$ cat config.mk
export PLATFORM = sky130hd
export DESIGN_NAME = pulpemu_reset_ctrl
export DESIGN_NICKNAME = d
export VERILOG_FILES = /design/src/rtl/pulpemu_reset_ctrl.sv
export SDC_FILE = /design/constraint.sdc
export NUM_CORES = 1
export LEC_CHECK = 0
export ABC_AREA = 1
export CORE_UTILIZATION = 42
export CTS_CLUSTER_SIZE = 20
export DETAILED_ROUTE_END_ITERATION = 6
export DONT_BUFFER_PORTS = 1
export PLACE_DENSITY = 0.63
export SLEW_MARGIN = 15
export SYNTH_ARGS = -nofsm -noshare
export SYNTH_HDL_FRONTEND = slang
export SYNTH_SLANG_ARGS = --single-unit
$ cat constraint.sdc
create_clock -name clk_i -period 2.63 [get_ports clk_i]
set_input_delay 0.263 -clock clk_i [delete_from_list [all_inputs] [get_ports clk_i]]
set_output_delay 0.263 -clock clk_i [all_outputs]
set_load 0.02 [all_outputs]
$ cat src/rtl/pulpemu_reset_ctrl.sv
// Reset sequencer for the PULP FPGA emulation top: synchronises board reset sources and
// releases peripherals ahead of the SoC. Define PULPEMU_RST_DEBOUNCE_EN to filter the button.
module pulpemu_reset_ctrl #(
   parameter int unsigned SYNC_STAGES     = 2,
   parameter int unsigned DEBOUNCE_CYCLES = 1000,
   parameter int unsigned HOLD_CYCLES     = 64,
   parameter int unsigned PERIPH_LEAD     = 16
) (
   input  logic       clk_i,
   input  logic       rst_i,
   input  logic       pad_reset_i,
   input  logic       pad_jtag_trst_ni,
   input  logic       clk_locked_i,
   output logic       periph_rst_no,
   output logic       soc_rst_no,
   output logic       jtag_trst_no,
   output logic       ready_o,
   output logic [1:0] rst_cause_o
);

   localparam int unsigned CNT_MAX = (HOLD_CYCLES > PERIPH_LEAD) ? HOLD_CYCLES : PERIPH_LEAD;
   localparam int unsigned CNT_W   = (CNT_MAX > 1) ? $clog2(CNT_MAX) : 1;

   typedef enum logic [2:0] {
      S_WAIT_LOCK,
      S_HOLD,
      S_REL_PERIPH,
      S_RUN,
      S_JTAG_RST,
      S_HOLD_J
   } state_e;

   typedef enum logic [1:0] {
      CAUSE_BLOCK  = 2'd0,
      CAUSE_BUTTON = 2'd1,
      CAUSE_JTAG   = 2'd2,
      CAUSE_LOCK   = 2'd3
   } cause_e;

   if (SYNC_STAGES < 2 || DEBOUNCE_CYCLES < 1 || HOLD_CYCLES < 1 || PERIPH_LEAD < 1) begin : g_bad_params
      $error("pulpemu_reset_ctrl: parameter out of range");
   end

   logic [SYNC_STAGES-1:0] btn_q;
   logic [SYNC_STAGES-1:0] trst_q;
   logic [SYNC_STAGES-1:0] lock_q;
   logic                   btn_s;
   logic                   trst_s;
   logic                   lock_s;
   logic                   btn_f;

   // NOTE: sequential state uses non-blocking assignments only, so every flop samples
   // the pre-edge value of its neighbours and the shift chain does not collapse.
   always_ff @(posedge clk_i) begin
      if (rst_i) begin
         btn_q  <= '0;
         trst_q <= '0;
         lock_q <= '0;
      end else begin
         btn_q  <= {btn_q[SYNC_STAGES-2:0], pad_reset_i};
         trst_q <= {trst_q[SYNC_STAGES-2:0], pad_jtag_trst_ni};
         lock_q <= {lock_q[SYNC_STAGES-2:0], clk_locked_i};
      end
   end

   assign btn_s  = btn_q[SYNC_STAGES-1];
   assign trst_s = trst_q[SYNC_STAGES-1];
   assign lock_s = lock_q[SYNC_STAGES-1];

`ifdef PULPEMU_RST_DEBOUNCE_EN
   localparam int unsigned DB_W = (DEBOUNCE_CYCLES > 1) ? $clog2(DEBOUNCE_CYCLES) : 1;

   logic [DB_W-1:0] db_cnt;

   // btn_f only follows btn_s after DEBOUNCE_CYCLES consecutive cycles of disagreement
   always_ff @(posedge clk_i) begin
      if (rst_i) begin
         db_cnt <= '0;
         btn_f  <= 1'b0;
      end else if (btn_s == btn_f) begin
         db_cnt <= '0;
      end else if (db_cnt == DB_W'(DEBOUNCE_CYCLES - 1)) begin
         db_cnt <= '0;
         btn_f  <= ~btn_f;
      end else begin
         db_cnt <= db_cnt + DB_W'(1);
      end
   end
`else
   assign btn_f = btn_s;
`endif

   state_e           state;
   logic [CNT_W-1:0] cnt;
   logic             abort;

   assign abort = btn_f || !trst_s || !lock_s;

   always_ff @(posedge clk_i) begin
      if (rst_i) begin
         state         <= S_WAIT_LOCK;
         cnt           <= '0;
         rst_cause_o   <= CAUSE_BLOCK;
         periph_rst_no <= 1'b0;
         soc_rst_no    <= 1'b0;
         jtag_trst_no  <= 1'b0;
         ready_o       <= 1'b0;
      end else begin
         // Outputs decode the current state, so they trail each transition by one cycle.
         periph_rst_no <= (state inside {S_REL_PERIPH, S_RUN, S_JTAG_RST, S_HOLD_J});
         soc_rst_no    <= (state == S_RUN);
         jtag_trst_no  <= (state == S_RUN);
         ready_o       <= (state == S_RUN);

         // NOTE: the counter defaults to zero here; the later increment in a counting
         // state overrides it because the last non-blocking assignment wins.
         cnt <= '0;

         case (state)
            S_WAIT_LOCK: begin
               if (lock_s && !btn_f && trst_s) state <= S_HOLD;
            end
            S_HOLD: begin
               if (abort)                                  state <= S_WAIT_LOCK;
               else if (cnt == CNT_W'(HOLD_CYCLES - 1))    state <= S_REL_PERIPH;
               else                                        cnt   <= cnt + CNT_W'(1);
            end
            S_REL_PERIPH: begin
               if (abort)                                  state <= S_WAIT_LOCK;
               else if (cnt == CNT_W'(PERIPH_LEAD - 1))    state <= S_RUN;
               else                                        cnt   <= cnt + CNT_W'(1);
            end
            S_RUN: begin
               if (!lock_s) begin
                  state       <= S_WAIT_LOCK;
                  rst_cause_o <= CAUSE_LOCK;
               end else if (btn_f) begin
                  state       <= S_WAIT_LOCK;
                  rst_cause_o <= CAUSE_BUTTON;
               end else if (!trst_s) begin
                  state       <= S_JTAG_RST;
                  rst_cause_o <= CAUSE_JTAG;
               end
            end
            S_JTAG_RST: begin
               if (!lock_s || btn_f) state <= S_WAIT_LOCK;
               else if (trst_s)      state <= S_HOLD_J;
            end
            S_HOLD_J: begin
               if (!lock_s || btn_f)                       state <= S_WAIT_LOCK;
               else if (!trst_s)                           state <= S_JTAG_RST;
               else if (cnt == CNT_W'(HOLD_CYCLES - 1))    state <= S_RUN;
               else                                        cnt   <= cnt + CNT_W'(1);
            end
            default: state <= S_WAIT_LOCK;
         endcase
      end
   end

endmodule

==> results.yml <==
synthesis:
  synth-compound-area-share_pct: 6.46
  synth_xor_xnor_area_share_pct: 1.85
  synthSimpleGateAreaFrac_pct: 39.4
  syn_nets: 137
  ys_top_cells_by_count: "32 x nand2_1, 24 x nor2_1, 19 x dfxtp_1"
  ys.flop_type: "dfxtp_1"
  ys_warn_count: 0
  ys_types: 26
  synth_cells: 130
  synthAdderAreaFrac_pct: 2.64
  synth_largest_area_cell: "dfxtp_1"
  yosysMostFrequentCell: "nand2_1"
  synth_top_family_by_area: "simple AND/OR/NAND/NOR gates"
  ys_seq_elements: 19
  synth_edf_count: 0
  ys_async_sr_fraction_pct: 0
  postSynthAreaPerCell_sq_um: 7.30
  synth_top_area_share_pct: 40.1
  syn_area_sq_um: 948
  netlist_top_cells_area: "dfxtp_1 40%, nand2_1 13%, nor2_1 9.5%"
  yosysSeqAreaShare_pct: 40.1
  synth.area.mux_share_pct: 0
setup_path:
  cp_slowest_cell: "dfxtp_1"
  critPathBufInv: 0
  cpLargestDelayFamily: "simple AND/OR/NAND/NOR gates"
  crit_type: "reg -> reg"
  path_cells: "ha_1, nand2_1, nor2_2, nand2_1, nand2_2, nand4_2, nand2_1, nand2_1, nor2_1"
  max_stage_delay_ps: 370
  cp.required_ps: 2890
  rr_worst_depth: 9
  cp-end-kind: "register"
  start_kind: "register"
  cp_max_fo: 4
  crit_cells: 9
  cpMostUsedCell: "nand2_1"
  cp.arrival_ps: 1610
cells_and_area:
  final_nets: 140
  fillers: 216
  drive_gt1_share_pct: 14.4
  antenna_cells: 0
  area_growth_pct: 5.54
  final_util_pct: 49.0
drt:
  wire_per_inst_um: 10.7
  drt_iter0_drc: 19
  ant_nets: 0
  via_count: 743
  drt_pre_antenna_iters: 4
  wirelength_mm: 1.71
  viasPerCell: 4.67
  route.detailed.drc: 0
global_routing:
  grt_pass1_wl_mm: 2.88
  grt-ovfl-total: 0
  grt_antenna_before_repair: 0
  grt_usage_pct: 15.6
  grt_pass1_vias: 677
  grt_start_max_net_pins: 12
sta:
  min_period_over_period_pct: 51.4
  min_period_ps: 1350
  hold_slack_ps: 12.1
  fin_tns_setup_ps: 0
  hold_viol: 0
  setup_violations: 0
  clock.fmax_mhz: 740
  finalWorstSetupSlack_ps: 1280
  max_slew.worst_pin.slew_ps: 570
  slew_violations: 0
  rsz0062_at_grt: "no"
  slew_headroom_pct: 61.9
  final.setup_skew_ps: 11.8
placed_design:
  dp_worst_setup_slack_ps: 1280
  dp_hpwl_mm: 1.26
  port_buffers: 0
  gp_congestion: 0.874
cts:
  clk_latency_ps: 310
  root_buffer: "clkbuf_4"
  cts.htree.levels: 1
  cts_resized: 0
  clk_pin_slew_ps: 120
  cts_made_buffers: 3
  cts_tree: "built"
  clock-sinks: 19
  cts_buffer_depth: 2
worst_hold_path:
  timing.hold.worst.class: "in -> reg"
  hold_depth: 1
die:
  die_h_um: 49.5
  fp-row-count: 16
  io_pins: 11
  initial_utilization_pct: 46.4
  core_sq_um: 2040
  dieArea_sq_um: 2450
  die_w_um: 49.5
flow_run:
  cap_violations: 0
power_and_ir_drop:
  static-leakage-power_nw: 0.435
  ir_worst_vdd_mv: 0.322
  total_power_w: 0.000614
  powerDensity_nw_per_um2: 613
outcome:
  status: "finished, final reports clean"
==> area by class of cell <==
cell class                 count  area, sq um  share of cell area, %
sequential                    19          380                   38.0
inverter                      19         71.3                   7.12
clock inverter                 1         5.00                  0.500
clock buffer                   3         22.5                   2.25
multi-input combinational     89          478                   47.7
timing repair buffer           1         10.0                   1.00
tap                           27         33.8                   3.38
==> state kept, by name, indices dropped and copies added, names as in the netlist <==
register	flops
btn_q	2
cnt	6
lock_q	2
periph_rst_no	1
ready_o	1
rst_cause_o	2
state	3
trst_q	2
==> path summary, 6_finish.rpt <==
kind,from,slack [ps],to
worst min register to register,lock_q[0]$_SDFF_PP0_,410,lock_q[1]$_SDFF_PP0_
worst min-delay path,rst_i,10,rst_cause_o[1]$_SDFFE_PP0P_
worst max register to register,cnt[0]$_SDFF_PP0_,1280,state[2]$_SDFFE_PP0P_
worst max-delay path,cnt[0]$_SDFF_PP0_,1280,state[2]$_SDFFE_PP0P_
==> power by group <==
| group | internal, W | switching (W) | total [W] | leakage [nW] |
|---|---|---|---|---|
| Sequential | 0.000306 | 0.0000235 | 0.000329 | 0.155 |
| Combinational | 0.0000431 | 0.0000888 | 0.000132 | 0.263 |
| Clock | 0.0000568 | 0.0000961 | 0.000153 | 0.0177 |
| Total | 0.000406 | 0.000208 | 0.000614 | 0.435 |
==> what timing repair did <==
action / 4_1_cts / 5_1_grt
buffers inserted: 0 / 0
hold buffers: 0 / 1
endpoints found under the setup margin: 0 / 0
hold endpoints to repair: 0 / 8
==> routing by layer <==
| layer | GRT usage, % | vias to the layer above | part of all wire (%) |
|---|---|---|---|
| met5 | 0 | - | 0 |
| met3 | 6.17 | 5 | 5.4 |
| li1 | - | 406 | - |
| met1 | 19.2 | 317 | 50 |
| met4 | 8.10 | 0 | 1.8 |
| met2 | 23.4 | 15 | 43 |
==> cells by family (layout without fill, tap and decap cells) <==
logic type	Yosys count	count (layout)
compound gates	11	11
simple gates	74	74
fa+ha+maj	2	2
flops	19	19
xor+xnor	2	2
buf+inv	22	24
==> per-stage QoR <==
| stage | instances | area, sq um |
|---|---|---|
| global route | 159 | 1000 |
| CTS | 158 | 991 |
| global placement | 154 | 963 |
| floorplan | 130 | 948 |
| finish | 159 | 1000 |
| detailed placement | 154 | 963 |
==> layout by cell type, fill, tap and decap left out, drive strengths merged <==
cell type / n
ha: 2
xor2: 1
nand3: 6
clkinv: 1
xnor2: 1
a21oi: 5
nand4: 3
clkbuf: 3
a311oi: 1
inv: 19
o21ai: 4
nor3b: 1
dlygate4sd3: 1
nor4b: 1
nor2: 29
dfxtp: 19
o211ai: 1
nand2: 34
No activity file was read; power rests on OpenSTA's default activity.
